===== src/rtl/fifo_push_arbiter_if.sv =====
// Producer/FIFO handshake bundle for fifo_push_arbiter.
// The arbiter uses the slave modport; producers and the FIFO model use master.
interface fifo_push_arbiter_if #(
  parameter int NUM_REQ    = 4,
  parameter int DATA_WIDTH = 32
);
  logic [NUM_REQ-1:0]                 req_valid_i;
  logic [NUM_REQ-1:0]                 req_last_i;
  logic [NUM_REQ-1:0][DATA_WIDTH-1:0] req_data_i;
  logic [NUM_REQ-1:0]                 req_ready_o;
  logic                               fifo_full_i;
  logic                               fifo_push_o;
  logic [DATA_WIDTH-1:0]              fifo_data_o;

  modport master (
    output req_valid_i, req_last_i, req_data_i, fifo_full_i,
    input  req_ready_o, fifo_push_o, fifo_data_o
  );

  modport slave (
    input  req_valid_i, req_last_i, req_data_i, fifo_full_i,
    output req_ready_o, fifo_push_o, fifo_data_o
  );
endinterface


===== src/rtl/fifo_push_arbiter.sv =====
// Round-robin, burst-locking arbiter in front of a single FIFO push port.
// Optional per-requester beat counters are enabled with `define FIFO_ARB_STATS_EN.
module fifo_push_arbiter #(
  parameter int  NUM_REQ    = 4,
  parameter int  DATA_WIDTH = 32,
  localparam int IDX_WIDTH  = $clog2(NUM_REQ)
) (
  input  logic                  clk,
  input  logic                  a_rst_n,
  input  logic                  flush_i,
  fifo_push_arbiter_if.slave    bus,
  output logic [IDX_WIDTH-1:0]  grant_idx_o,
  output logic                  locked_o
`ifdef FIFO_ARB_STATS_EN
  ,
  output logic [NUM_REQ-1:0][15:0] beat_cnt_o
`endif
);

  typedef enum logic {
    IDLE   = 1'b0,
    LOCKED = 1'b1
  } state_t;

  state_t               state_q, state_d;
  logic [IDX_WIDTH-1:0] rr_ptr_q, rr_ptr_d;
  logic [IDX_WIDTH-1:0] own_q, own_d;

  logic [IDX_WIDTH-1:0] win_idx;
  logic                 win_found;
  logic [IDX_WIDTH-1:0] sel_idx;
  logic                 sel_any;
  logic                 sel_last;
  logic [NUM_REQ-1:0]   ready;
  logic                 accept;
  int                   cand;
  logic [IDX_WIDTH-1:0] cand_idx;

  function automatic logic [IDX_WIDTH-1:0] wrap_inc(input logic [IDX_WIDTH-1:0] idx);
    if (int'(idx) == NUM_REQ - 1) return '0;
    return idx + 1'b1;
  endfunction

  // Round-robin scan starting at rr_ptr_q, wrapping at NUM_REQ.
  always_comb begin
    // NOTE: every variable gets a default before any branch so no latch is inferred.
    win_found = 1'b0;
    win_idx   = rr_ptr_q;
    cand      = 0;
    cand_idx  = '0;
    for (int k = 0; k < NUM_REQ; k++) begin
      cand = int'(rr_ptr_q) + k;
      if (cand >= NUM_REQ) cand = cand - NUM_REQ;
      cand_idx = IDX_WIDTH'(cand);
      if (!win_found && bus.req_valid_i[cand_idx]) begin
        win_found = 1'b1;
        win_idx   = cand_idx;
      end
    end
  end

  // The locked owner stays selected even while its valid is low.
  always_comb begin
    sel_any = 1'b0;
    sel_idx = win_idx;
    if (state_q == LOCKED) begin
      sel_any = 1'b1;
      sel_idx = own_q;
    end else begin
      sel_any = win_found;
      sel_idx = win_idx;
    end
  end

  assign sel_last = bus.req_last_i[sel_idx];

  // Reset also gates the combinational outputs so nothing is pushed while it is held.
  always_comb begin
    ready = '0;
    for (int i = 0; i < NUM_REQ; i++) begin
      ready[i] = a_rst_n && sel_any && (sel_idx == IDX_WIDTH'(i)) &&
                 bus.req_valid_i[i] && !bus.fifo_full_i && !flush_i;
    end
  end

  assign accept          = |ready;
  assign bus.req_ready_o = ready;
  assign bus.fifo_push_o = accept;
  assign bus.fifo_data_o = (a_rst_n && sel_any) ? bus.req_data_i[sel_idx] : '0;
  assign grant_idx_o     = !a_rst_n ? '0 : (sel_any ? sel_idx : rr_ptr_q);
  assign locked_o        = (state_q == LOCKED);

  always_comb begin
    state_d  = state_q;
    rr_ptr_d = rr_ptr_q;
    own_d    = own_q;
    if (flush_i) begin
      state_d  = IDLE;
      rr_ptr_d = '0;
      own_d    = '0;
    end else if (accept) begin
      unique case (state_q)
        IDLE: begin
          if (sel_last) begin
            rr_ptr_d = wrap_inc(sel_idx);
          end else begin
            state_d = LOCKED;
            own_d   = sel_idx;
          end
        end
        LOCKED: begin
          if (sel_last) begin
            state_d  = IDLE;
            rr_ptr_d = wrap_inc(own_q);
          end
        end
        default: state_d = IDLE;
      endcase
    end
  end

  always_ff @(posedge clk or negedge a_rst_n) begin
    if (!a_rst_n) begin
      state_q  <= IDLE;
      rr_ptr_q <= '0;
      own_q    <= '0;
    end else begin
      // NOTE: state registers use non-blocking assignment so all flops update together.
      state_q  <= state_d;
      rr_ptr_q <= rr_ptr_d;
      own_q    <= own_d;
    end
  end

`ifdef FIFO_ARB_STATS_EN
  logic [NUM_REQ-1:0][15:0] beat_cnt_q;

  // NOTE: the counter bank is small and architecturally visible, so it is reset explicitly.
  always_ff @(posedge clk or negedge a_rst_n) begin
    if (!a_rst_n) begin
      beat_cnt_q <= '0;
    end else begin
      for (int i = 0; i < NUM_REQ; i++) begin
        if (ready[i] && (beat_cnt_q[i] != 16'hFFFF)) begin
          beat_cnt_q[i] <= beat_cnt_q[i] + 16'd1;
        end
      end
    end
  end

  assign beat_cnt_o = beat_cnt_q;
`endif

endmodule


===== src/flat_wrapper.sv =====
// flat-port wrapper written by rule: the top's interface ports become plain ports
module fifo_push_arbiter_flat 
#(
  parameter int  NUM_REQ    = 4,
  parameter int  DATA_WIDTH = 32,
  localparam int IDX_WIDTH  = $clog2(NUM_REQ)
)
  (clk, a_rst_n, flush_i, grant_idx_o, locked_o, bus_req_valid_i, bus_req_last_i, bus_req_data_i, bus_fifo_full_i, bus_req_ready_o, bus_fifo_push_o, bus_fifo_data_o);
  fifo_push_arbiter_if #(.NUM_REQ(NUM_REQ), .DATA_WIDTH(DATA_WIDTH)) bus_i ();
  input  logic clk;
  input  logic a_rst_n;
  input  logic flush_i;
  output logic [IDX_WIDTH-1:0] grant_idx_o;
  output logic locked_o;
  input wire logic [$bits(bus_i.req_valid_i)-1:0] bus_req_valid_i;
  input wire logic [$bits(bus_i.req_last_i)-1:0] bus_req_last_i;
  input wire logic [$bits(bus_i.req_data_i)-1:0] bus_req_data_i;
  input wire logic [$bits(bus_i.fifo_full_i)-1:0] bus_fifo_full_i;
  output wire logic [$bits(bus_i.req_ready_o)-1:0] bus_req_ready_o;
  output wire logic [$bits(bus_i.fifo_push_o)-1:0] bus_fifo_push_o;
  output wire logic [$bits(bus_i.fifo_data_o)-1:0] bus_fifo_data_o;
  assign bus_i.req_valid_i = bus_req_valid_i;
  assign bus_i.req_last_i = bus_req_last_i;
  assign bus_i.req_data_i = bus_req_data_i;
  assign bus_i.fifo_full_i = bus_fifo_full_i;
  assign bus_req_ready_o = bus_i.req_ready_o;
  assign bus_fifo_push_o = bus_i.fifo_push_o;
  assign bus_fifo_data_o = bus_i.fifo_data_o;
  fifo_push_arbiter #(.NUM_REQ(NUM_REQ), .DATA_WIDTH(DATA_WIDTH)) u_core (.clk(clk), .a_rst_n(a_rst_n), .flush_i(flush_i), .bus(bus_i), .grant_idx_o(grant_idx_o), .locked_o(locked_o));
endmodule

===== config.mk =====
export PLATFORM = sky130hd
export DESIGN_NAME = fifo_push_arbiter_flat
export DESIGN_NICKNAME = d
export VERILOG_FILES = /design/src/rtl/fifo_push_arbiter_if.sv /design/src/rtl/fifo_push_arbiter.sv /design/src/flat_wrapper.sv
export SDC_FILE = /design/constraint.sdc
export NUM_CORES = 1
export LEC_CHECK = 0
export ABC_AREA = 1
export BUFFER_PORTS_ARGS = -buffer_cell sky130_fd_sc_hd__buf_2
export CAP_MARGIN = 20
export CORE_ASPECT_RATIO = 0.6
export CORE_MARGIN = 2
export CORE_UTILIZATION = 33
export DETAILED_ROUTE_END_ITERATION = 7
export GPL_TIMING_DRIVEN = 0
export PLACE_DENSITY = 0.74
export SLEW_MARGIN = 15
export SYNTH_ARGS = -nofsm -noshare
export SYNTH_HDL_FRONTEND = slang
export SYNTH_SLANG_ARGS = --single-unit

===== constraint.sdc =====
create_clock -name clk -period 3.1 [get_ports clk]
set_input_delay 0.155 -clock clk [delete_from_list [all_inputs] [get_ports clk]]
set_output_delay 0.155 -clock clk [all_outputs]
set_load 0.01 [all_outputs]

After elaboration in Yosys (flattened, before gate mapping)
Index checks and enable logic that the tools add are counted.
{"block": "totals", "input_bits": 140, "elab_cells": 116, "regBits": 5}
{"block": "op_classes", "n_eq_ne": 9, "order_cmp": 9, "bitwise_logic": 1, "addsub": 9, "reduce_logical": 30, "n_mux": 55}
{"op": "binary-select mux 32 bit (select 2 bit)", "n": 1}
{"op": "2-to-1 mux 32 bit", "n": 2}
{"op": "2-to-1 mux 2 bit", "n": 23}
{"op": "2-to-1 mux 1 bit", "n": 23}
{"op": "logical AND 1 bit", "n": 20}
{"op": "less-than comparator 2 x 3 -> 1 bit (second input constant)", "n": 5}
{"op": "binary-select mux 1 bit (select 2 bit)", "n": 5}
{"op": "greater-or-equal comparator 3 bit (second input constant)", "n": 3}
{"op": "subtractor 2 x 1 -> 2 bit (second input constant)", "n": 4}
{"op": "adder 2 x 2 -> 3 bit (second input constant)", "n": 2}
{"op": "== test 2 x 1 -> 1 bit (second input constant)", "n": 3}
{"op": "AND reduction 3 bit", "n": 2}
{"op": "zero test 1 bit", "n": 5}
{"op": "adder 2 x 1 -> 2 bit (second input constant)", "n": 2}
{"op": "== test 2 bit (second input constant)", "n": 2}
{"op": "inequality test 2 bit (second input constant)", "n": 2}
{"op": "case mux 2 bit (2 select lines)", "n": 1}
{"op": "OR reduction 4 bit", "n": 1}
{"op": "adder 2 x 1 -> 3 bit (second input constant)", "n": 1}
{"op": "greater-or-equal comparator 2 x 3 -> 1 bit (second input constant)", "n": 1}
{"op": "inequality test 3 x 2 -> 1 bit (second input constant)", "n": 1}
{"op": "inequality test 3 bit (second input constant)", "n": 1}
{"op": "zero test 2 bit", "n": 1}
{"op": "nonzero test 2 bit", "n": 1}
{"op": "NOT 1 bit", "n": 1}

Logic depth before layout (Yosys ltp)
Gate-level depths: netlist (run 1).
{"block": "depth", "ltp_word": 28, "mapped_depth": 24}

Least setup slack after synthesis (run 1)
No wires, ideal clock.
{"block": "synth_timing", "path_type": "register to register", "startpoint": "reg u_core.rr_ptr_q[0]", "endpoint": "reg u_core.own_q[0]", "path_buffers": 3, "setup_slack_ps": 566, "path_stages_with_launch": 23, "setup_time_ps": 117, "required_ps": 2983, "arrival_ps": 2417, "path_cell_list": "dfrtp_1 > inv_2 > buf_6 > nand2_1 > nand3_1 > nand2_2 > nor2_8 > nand3_4 > nand2_1 > nand3_2 > nand2_2 > buf_6 > buf_4 > ha_1 > nand2_1 > nor2_1 > inv_1 > nand2_1 > inv_2 > nand2_4 > nand2_1 > nand3_1 > nand2_1"}
{"block": "synth_between", "elab_chain_len": 23, "word_cells_on_any_way": 70, "classes_between": "7 x add/sub; 4 x order compare; 4 x eq/ne; 28 x mux; 27 x reduce/logical"}
{"item": "start: declaration", "line_no": "fifo_push_arbiter.sv:26", "source": "logic [IDX_WIDTH-1:0] rr_ptr_q, rr_ptr_d;"}
{"item": "start signal: assignment", "line_no": "fifo_push_arbiter.sv:130", "source": "rr_ptr_q <= rr_ptr_d;"}
{"item": "branches (longest 16 deep; another with adder 2 x 1 -> 3 bit)"}
{"item": "logical AND 1 bit * (2 in a row)", "line_no": "fifo_push_arbiter.sv:81", "source": "ready[i] = a_rst_n && sel_any && (sel_idx == IDX_WIDTH'(i)) &&"}
{"item": "logical AND 1 bit * (2 in a row)", "line_no": "fifo_push_arbiter.sv:82", "source": "bus.req_valid_i[i] && !bus.fifo_full_i && !flush_i;"}
{"item": "net bus_req_ready_o[2]", "line_no": "flat_wrapper.sv:19", "source": "output wire logic [$bits(bus_i.req_ready_o)-1:0] bus_req_ready_o;"}
{"item": "OR reduction 4 bit *", "line_no": "fifo_push_arbiter.sv:86", "source": "assign accept = |ready;"}
{"item": "net bus_fifo_push_o", "line_no": "flat_wrapper.sv:20", "source": "output wire logic [$bits(bus_i.fifo_push_o)-1:0] bus_fifo_push_o;"}
{"item": "nonzero test 2 bit (no source line) *"}
{"item": "AND reduction 3 bit (no source line) *"}
{"item": "end signal: assignment", "line_no": "fifo_push_arbiter.sv:131", "source": "own_q <= own_d;"}
{"item": "end: declaration", "line_no": "fifo_push_arbiter.sv:27", "source": "logic [IDX_WIDTH-1:0] own_q, own_d;"}
Mark *: on every way through the listed nets, which the timed path passes. The select of a mux whose other input is x is not followed.
A chain may end at the register's enable or synchronous reset.

Worst setup path after layout (run 1)
{"block": "layout_timing", "startpoint": "reg u_core.rr_ptr_q[0]", "endpoint": "out bus_fifo_data_o[21]"}
{"block": "layout_between", "elab_chain_len": 18, "word_cells_on_any_way": 43, "classes_between": "7 x add/sub; 4 x order compare; 25 x mux; 7 x reduce/logical"}
{"item": "branches (longest 17 deep; another with adder 2 x 1 -> 3 bit)"}
{"item": "2-to-1 mux 32 bit *", "line_no": "fifo_push_arbiter.sv:89", "source": "assign bus.fifo_data_o = (a_rst_n && sel_any) ? bus.req_data_i[sel_idx] : '0;"}
{"item": "end: declaration", "line_no": "flat_wrapper.sv:21", "source": "output wire logic [$bits(bus_i.fifo_data_o)-1:0] bus_fifo_data_o;"}
Every way passes the cells marked *. The select of a mux whose other input is x is not followed.

==> metrics.md, run 1 <==
| Metric | Value |
|---|---|
| Outcome | `finished clean` |
| Input/output buffers | `179` |
| Static Leak | `1.67 nW` |
| Post-DRT Antenna Nets | `0` |
| Cell Pwr Density | `approximately 550 mW/mm^2` |
| Layout cells sized above 1 | `44.6%` |
| WP data arrival | `2760 ps` |
| Synth Register Bits | `5` |
| Placeable Area | `0.00520 sq mm` |
| Slew Limit Fails | `0` |
| Synth top area cells | `nand2_1 (22%), o21bai_1 (13%), a31oi_1 (8.5%), o21ai_1 (7.6%), nand3_1 (7.1%)` |
| Starting Density | `about a third` |
| # DRC | `0` |
| Chip width | `100 microns` |
| Max Cap Viol | `0` |
| Largest net degree at the start of global routing | `11` |
| Total gr overflow | `0` |
| Sequential share of the synthesized area | `6.81%` |
| Slew HR | `64.6%` |
| Row count | `20` |
| Required time worst endpoint | `2940 ps` |
| Clock sink total | `5` |
| Post-route insts no fill | `around 580` |
| TritonCTS clock tree | `built` |
| Final hold violation count | `0` |
| DRT Pass-1 Iters | `4` |
| Initial antenna violation count | `0` |
| # diodes | `0` |
| Worst-case clock buffer depth | `2` |
| Worst-Skew Late Latency | `220 ps` |
| Global-route wire length before repair | `12900 microns` |
| Startpoint types | `flop` |
| Cell taking the most area after synthesis | `nand2_1` |
| Type of the most critical hold path | `input port to flop` |
| H-tree depth | `1` |
| Setup Skew | `1.36 ps` |
| CTS Buf Count | `3` |
| Via density | `around 5.3` |
| Clock transition at the registers of the reported paths | `30 ps` |
| Chip Height | `61.8 microns` |
| Layout Nets | `roughly 650` |
| Final WL | `8220 microns` |
| Overall die area | `between 0.006 and 0.007 sq mm` |
| Reg-to-reg slack, setup | `430 ps` |
| Tcrit/Tclk final | `94.0%` |
| Post-route cell area | `0.00287 sq mm` |
| Placed inst area | `0.00282 sq mm` |
| GRT Total Usage | `25.7%` |
| WL/cell | `14.3 microns` |
| Post-Syn Area per Cell | `5.63 sq um` |
| Vias in the first global route | `2902` |
| DR iter-0 viols | `159` |
| Yosys cell types | `27` |
| Mapped Cells | `around 330` |
| Worst slew pin tran | `531 ps` |
| FMAX | `0.343 GHz` |
| Syn_nets | `468` |
| Setup Viol. Count Final | `0` |
| Top-area cell type share of the netlist area | `22.3%` |
| RSZ-0062 raised after global routing | `false` |
| Final hold slack | `between 200 and 300 ps` |
| Fill count | `548` |
| Mapped cell area | `0.00184 sq mm` |
| Placed instance count | `around 570` |
| Peak supply drop | `0.338 mV` |
| Fin crit period | `about 2900 ps` |
| DP HPWL | `roughly 6900 microns` |
| Main synth FF type | `dfrtp_1` |
| Vias | `3022` |
| Post-synth EDFFs | `0` |
| Synth warnings | `0` |
| Clk root buf | `clkbuf_8` |
| Setup TNS | `0 ps` |
| Placer Congestion | `a little under 0.9` |
| Synth-to-Final Area Change | `56.1%` |
| Largest fanout on the critical path | `10` |
| CP Class | `flop to primary output` |
| Synth async-reset ratio | `100%` |
| Num ports | `180` |
| Critical path endpoint category | `primary output` |
[state kept, by name, indices dropped and copies added (netlist names)]
name,flops
u_core.rr_ptr_q,2
u_core.locked_o,1
u_core.own_q,2
[routing by layer]
metal | up-vias | GRT usage (%) | wire, microns
met4 | 0 | 8.22 | 214
met2 | 161 | 46.8 | 3680
li1 | 1489 | - | -
met3 | 18 | 4.59 | 781
met5 | - | 0 | 0
met1 | 1354 | 31.8 | 3540
[metrics by stage]
step                      util, %  setup WS, ps  power (mW)
after global routing         55.1          15.6        1.74
after detailed placement     54.1           334        1.47
after floorplan                 -           566        1.04
after CTS                    55.1           102        1.60
final                        55.1           186        1.59
after global placement       54.1           372        1.44
[worst paths after layout]
check | from | to | cells after the start
max | u_core.rr_ptr_q[0] | bus_fifo_data_o[21] | 16
min | flush_i | u_core.rr_ptr_q[0] | 4
max reg2reg | u_core.rr_ptr_q[0] | u_core.rr_ptr_q[1] | 23
min reg2reg | u_core.own_q[1] | u_core.own_q[1] | 2
max in group asynchronous | a_rst_n | u_core.rr_ptr_q[0] | 2
min in group asynchronous | a_rst_n | u_core.own_q[0] | 2
[worst max-delay path, stage by stage (launching register included)]
cell      delay, ps
dfrtp_2         440
inv_2           100
buf_6           140
nand2_2          50
nand2_1         100
nand2_2          80
nand2_4         120
nand2_1         100
nand2_1          70
nand2_1          50
nand2_1          50
nand3_1         100
nand2_2         220
clkbuf_1        460
o21bai_1        120
a31oi_1         180
buf_2           170
[cell usage after synthesis (3+ instances only)]
| library cell | number |
|---|---|
| nand3_1 | 26 |
| o21bai_1 | 32 |
| inv_1 | 14 |
| buf_6 | 6 |
| nand3_2 | 3 |
| clkbuf_1 | 6 |
| dfrtp_1 | 5 |
| nand2_2 | 7 |
| buf_2 | 7 |
| a22oi_1 | 7 |
| nand4_1 | 5 |
| o21ai_0 | 5 |
| a21oi_1 | 8 |
| o21ai_1 | 28 |
| nor2_1 | 10 |
| a31oi_1 | 25 |
| nand2_4 | 4 |
| inv_2 | 6 |
| nand2_1 | 109 |
| buf_4 | 4 |
[final cells by class]
type / instances / area [sq um] / share of cell area, %
Timing Repair Buffer: 181 / 913 / 31.9
Buffer: 21 / 140 / 4.89
Sequential cell: 5 / 126 / 4.41
Tap cell: 66 / 82.6 / 2.88
Inverter: 20 / 75.1 / 2.62
Clock buffer: 4 / 45.0 / 1.57
Multi-Input combinational cell: 278 / 1480 / 51.8
[logic make-up (layout without fill, tap and decap cells)]
| group | Yosys count | count (layout) | share of synthesized area [%] |
|---|---|---|---|
| compound gates | 105 | 105 | 35.6 |
| flops | 5 | 5 | 6.81 |
| buf+inv | 43 | 226 | 12.5 |
| simple gates | 171 | 171 | 43.7 |
| fa+ha+maj | 2 | 2 | 1.36 |
[report_power, final]
| group | total, mW | switching [mW] | internal [mW] |
|---|---|---|---|
| clock | 0.119 | 0.0309 | 0.0882 |
| combinational | 1.39 | 0.828 | 0.564 |
| sequential | 0.0797 | 0.00800 | 0.0717 |
[what timing repair did]
action	CTS	global route
endpoints found under the hold margin	5	0
buffers inserted	0	1
gates resized for setup	0	4
hold buffers	1	0
endpoints found under the setup margin	0	9
[cells in the final DEF, fill, tap and decap left out, types with 2 or more instances in the layout]
cell type,netlist,layout
nand2_1,109,109
buf_2,7,186
o21bai_1,32,32
o21ai_0,5,5
clkbuf_8,0,3
nand4_1,5,5
dfrtp_1,5,4
nor2_2,2,3
buf_4,4,4
nand3_1,26,26
inv_1,14,13
nand2_2,7,7
o21ai_1,28,28
ha_1,2,2
a22oi_1,7,7
a31oi_1,25,25
nor2_1,10,9
inv_2,6,7
nand2_4,4,4
buf_6,6,4
clkbuf_1,6,7
a21oi_1,8,8
nand3_2,3,3
Note: power is estimated with default switching activity, not from simulation.
==> run 2: changes to the inputs <==
Settings changed: CAP_MARGIN 20 to default, CTS_CLUSTER_DIAMETER from default to 120, PLACE_DENSITY 0.74 to 0.75.
==> metrics.md, run 2 (synthesized netlist as in run 1, its figures left out) <==
| Metric | Value |
|---|---|
| Placed inst area | `0.00282 sq mm` |
| DR iter-0 viols | `174` |
| Row count | `20` |
| Overall die area | `0.00620 sq mm` |
| Critical path's slowest cell | `dfrtp_2` |
| Outcome | `finished clean` |
| Worst-Skew Late Latency | `220 ps` |
| Initial antenna violation count | `0` |
| Hold Startpoint | `flush_i` |
| Layout Nets | `between 600 and 700` |
| Chip Height | `between 60 and 70 microns` |
| Final Util | `approximately 55%` |
| Total gr overflow | `0` |
| Worst setup path start | `u_core.rr_ptr_q[0]` |
| CP Class | `flop to primary output` |
| Starting Density | `35.3%` |
| DRT Pass-1 Iters | `5` |
| Placeable Area | `between 0.005 and 0.006 sq mm` |
| Final WL | `about 7900 microns` |
| Post-DRT Antenna Nets | `0` |
| Input/output buffers | `179` |
| Vias | `just under 3000` |
| Setup Skew | `between 4 and 5 ps` |
| Required time worst endpoint | `~3000 ps` |
| Fin crit period | `2890 ps` |
| Most frequent cells in the layout | `buf_2 (186), nand2_1 (108), o21bai_1 (32)` |
| Setup TNS | `0 ps` |
| Worst-case clock buffer depth | `2` |
| Setup Fix Bufs, Post-CTS | `0` |
| H-tree depth | `1` |
| Type of the most critical hold path | `input port to flop` |
| Area of the multi-input gates | `roughly 0.0015 sq mm` |
| Reg2reg start | `u_core.rr_ptr_q[0]` |
| RSZ-0062 raised after global routing | `false` |
| # diodes | `0` |
| Largest net degree at the start of global routing | `11` |
| Slew Limit Fails | `0` |
| Num ports | `180` |
| Max Cap Viol | `0` |
| Via density | `5.17` |
| # DRC | `0` |
| Fill count | `557` |
| Final hold violation count | `0` |
| Crit-path cells | `inv_2 > buf_6 > nand2_1 > nand3_1 > nand2_2 > nor2_8 > nand3_1 > nand3_2 > nand2_4 > nand2_4 > buf_8 > buf_8 > ha_1 > nand2_1 > nor2_2 > inv_1 > nand2_1 > inv_2 > nand2_4 > buf_2` |
| Setup Viol. Count Final | `0` |
| Vias in the first global route | `2753` |
| TritonCTS clock tree | `built` |
| Slew HR | `a little under two thirds` |
| Placed instance count | `571` |
| Most common cell after layout, fill and taps aside | `buf_2` |
| Placer Congestion | `0.930` |
| FMAX | `between 0.3 and 0.4 GHz` |
| Global-route wire length before repair | `12500 microns` |
| Final hold slack | `256 ps` |
| Cell Pwr Density | `557 mW/mm^2` |
| WL/cell | `13.7 microns` |
| Worst slew pin tran | `approximately 540 ps` |
| Clock sink total | `5` |
| Static Leak | `1.67 nW` |
| DP HPWL | `6700 microns` |
| Clk root buf | `clkbuf_8` |
| Delay of the slowest critical-path stage | `440 ps` |
| Largest fanout on the critical path | `10` |
| Post-route insts no fill | `approximately 580` |
| Clock transition at the registers of the reported paths | `roughly 30 ps` |
| FF+latch area | `128 sq um` |
| Tcrit/Tclk final | `between 90% and 100%` |
| Critical path endpoint category | `primary output` |
| Post-route cell area | `0.00288 sq mm` |
| Chip width | `between 100 and 150 microns` |
| GRT Total Usage | `25.1%` |
| Layout cells sized above 1 | `45.2%` |
| Peak supply drop | `0.288 mV` |
| Startpoint types | `flop` |
| WP data arrival | `2730 ps` |
| Synth-to-Final Area Change | `56.9%` |
| CTS Buf Count | `3` |
## run 2: what timing repair did
item                       CTS  global route
hold buffers                 1             0
resized for setup            0            10
setup endpoints to repair    0            16
hold endpoints to repair     5             0
## run 2: layout make-up
class                      instances  area share, %
multi-input combinational        278           51.6
timing repair buffer             180           31.4
buffer                            22           5.43
sequential                         5           4.43
tap                               66           2.87
inverter                          20           2.69
clock buffer                       4           1.56
## run 2: through the flow
| step | total power [mW] | setup slack (ps) |
|---|---|---|
| floorplan | 1.04 | 566 |
| global placement | 1.44 | 379 |
| detailed placement | 1.47 | 327 |
| CTS | 1.59 | 103 |
| global route | 1.77 | 14.1 |
| finish | 1.61 | 212 |
## run 2: path summary, 6_finish.rpt
check	endpoint	slack, ps	cells after the start
min in group asynchronous	u_core.locked_o	300	2
worst max-delay path	bus_fifo_push_o	210	20
worst min-delay path	u_core.rr_ptr_q[0]	260	4
worst min register to register	u_core.own_q[1]	560	2
max in group asynchronous	u_core.rr_ptr_q[1]	2610	2
worst max register to register	u_core.own_q[0]	420	22
## run 2: power by group
group	internal, mW	switching [mW]	leakage (nW)
Combinational	0.580	0.825	1.58
Clock	0.0883	0.0319	0.0228
Sequential	0.0719	0.00821	0.0661
## run 2: worst max-delay path, delay by kind of cell, from the launching register on
| kind | cells | cell delay, ps |
|---|---|---|
| and+or+nand+nor | 12 | 1170 |
| DFF | 1 | 440 |
| buffers and inverters | 7 | 770 |
| adders and majority gates | 1 | 140 |
## run 2: routing by layer
layer / GRT usage (%) / vias to the layer above / part of all wire, %
met3: 4.70 / 14 / 10
met1: 32.8 / 1309 / 44
met2: 43.9 / 154 / 43
met5: 0 / - / 0
li1: - / 1496 / -
met4: 6.46 / 0 / 2.0
==> run 3: changes to the inputs <==
Settings changed: CORE_ASPECT_RATIO 0.6 to 0.9, REMOVE_ABC_BUFFERS from default to 1.
Clock period 3.1 ns to 3.6 ns, I/O delays scaled along.
==> metrics.md, run 3 (synthesized netlist as in run 1, its figures left out) <==
| Metric | Value |
|---|---|
| Starting Density | `34.5%` |
| Type of the most critical hold path | `input port to flop` |
| Fin crit period | `3290 ps` |
| Vias in the first global route | `2572` |
| Cell Pwr Density | `496 mW/mm^2` |
| RSZ-0062 raised after global routing | `false` |
| FMAX | `about 0.3 GHz` |
| Clock sink total | `5` |
| Worst-Skew Late Latency | `220 ps` |
| Most common cell after layout, fill and taps aside | `buf_2` |
| Placer Congestion | `0.852` |
| # diodes | `0` |
| CTS Buf Count | `3` |
| Total gr overflow | `0` |
| Slew Limit Fails | `0` |
| Setup Skew | `0.991 ps` |
| Startpoint types | `flop` |
| Largest fanout on the critical path | `slightly above 40` |
| Final hold violation count | `0` |
| WP data arrival | `slightly above 3000 ps` |
| Fill count | `557` |
| Outcome | `finished clean` |
| Reg2reg start | `u_core.rr_ptr_q[0]` |
| DR iter-0 viols | `119` |
| DP HPWL | `between 5000 and 6000 microns` |
| H-tree depth | `1` |
| Final setup margin | `just over 300 ps` |
| Vias | `2910` |
| Final WL | `7790 microns` |
| Chip Height | `74.8 microns` |
| Num ports | `180` |
| CP Class | `flop to primary output` |
| Tcrit/Tclk final | `~90%` |
| Chip width | `82.6 microns` |
| Reg-to-reg slack, setup | `550 ps` |
| Synth-to-Final Area Change | `54.4%` |
| Row count | `25` |
| Largest net degree at the start of global routing | `42` |
| Hold Startpoint | `flush_i` |
| Layout Nets | `around 640` |
| Setup Viol. Count Final | `0` |
| Placeable Area | `0.00532 sq mm` |
| TritonCTS clock tree | `built` |
| Input/output buffers | `roughly 180` |
| Worst-case clock buffer depth | `2` |
| # DRC | `0` |
| Layout cells sized above 1 | `43.6%` |
| Most frequent cells in the layout | `buf_2 (179), nand2_1 (109), o21bai_1 (32)` |
| Static Leak | `1.63 nW` |
| Peak supply drop | `0.326 mV` |
| Max Cap Viol | `0` |
| Worst slack at placement | `-68.8 ps` |
| Required time worst endpoint | `3420 ps` |
| Setup TNS | `0 ps` |
| Post-DRT Antenna Nets | `0` |
| Post-route cell area | `0.00284 sq mm` |
| GRT Total Usage | `between 20% and 30%` |
| WL/cell | `13.9 microns` |
| DRT Pass-1 Iters | `4` |
| Overall die area | `between 0.006 and 0.007 sq mm` |
| Global-route wire length before repair | `~12000 microns` |
| Worst setup path start | `u_core.rr_ptr_q[0]` |
| Worst slew pin tran | `between 1000 and 1500 ps` |
| Slew HR | `~23%` |
| Initial antenna violation count | `0` |
| Placed inst area | `around 0.0027 sq mm` |
| Clk root buf | `clkbuf_8` |
| Final Util | `53.3%` |
| Critical path endpoint category | `primary output` |
| Via density | `slightly above 5` |
| Clock transition at the registers of the reported paths | `30 ps` |
## run 3: cell count changes in the layout (fill, tap and decap cells not counted), sizes merged
cell    delta
buf       -10
nor2       +2
clkbuf     -6
## run 3: final cells by class
cell class | count | area, sq um | share of cell area, %
Clock buffer | 4 | 45.0 | 1.59
Timing Repair Buffer | 186 | 988 | 34.8
Multi-Input combinational cell | 280 | 1520 | 53.6
Sequential cell | 5 | 125 | 4.41
Inverter | 20 | 75.1 | 2.65
Tap cell | 67 | 83.8 | 2.96
## run 3: through the flow
step | std cells | hold WS [ps] | power (mW)
detailed placement | 549 | 34.5 | 1.16
global placement | 549 | 32.9 | 1.13
CTS | 560 | 293 | 1.36
floorplan | 303 | -116 | 0.782
finish | 562 | 291 | 1.41
global route | 562 | 319 | 1.54
## run 3: timing repair
action	4_1_cts	5_1_grt
cloned	2	0
setup endpoints to repair	32	38
gates resized for setup	2	2
hold endpoints to repair	5	0
hold buffers	1	0
pin swaps	2	2
buffers inserted	4	2
## run 3: worst paths after layout
kind / to / depth (start not counted)
setup / recovery: bus_fifo_data_o[2] / 16
hold / removal: u_core.rr_ptr_q[0] / 4
setup reg to reg: u_core.own_q[0] / 20
hold reg to reg: u_core.own_q[1] / 2
max in group asynchronous: u_core.rr_ptr_q[1] / 2
min in group asynchronous: u_core.own_q[1] / 2
## run 3: critical path: stages, from the launching register on
cell and delay, ps:
dfrtp_1 610, inv_2 210, nand2_1 100, nand2_1 100
nand2_1 120, nand2_4 100, nor2_8 130, nand3b_1 90
nand2_1 80, inv_2 50, nand2_4 80, nand2_4 290
nor2_4 240, buf_12 170, nand2_1 60, a31oi_1 260
buf_2 210
## run 3: routing by layer
layer	vias up	GRT usage, %	part of all wire [%]
met1	1291	29.6	41
met3	12	3.48	9.4
li1	1468	-	-
met2	139	42.1	48
met4	0	7.29	1.3
met5	-	0	0
## run 3: power breakdown
group	switching, mW	total (mW)	internal (mW)
Clock	0.0250	0.101	0.0758
Combinational	0.737	1.23	0.495
Sequential	0.0114	0.0729	0.0615
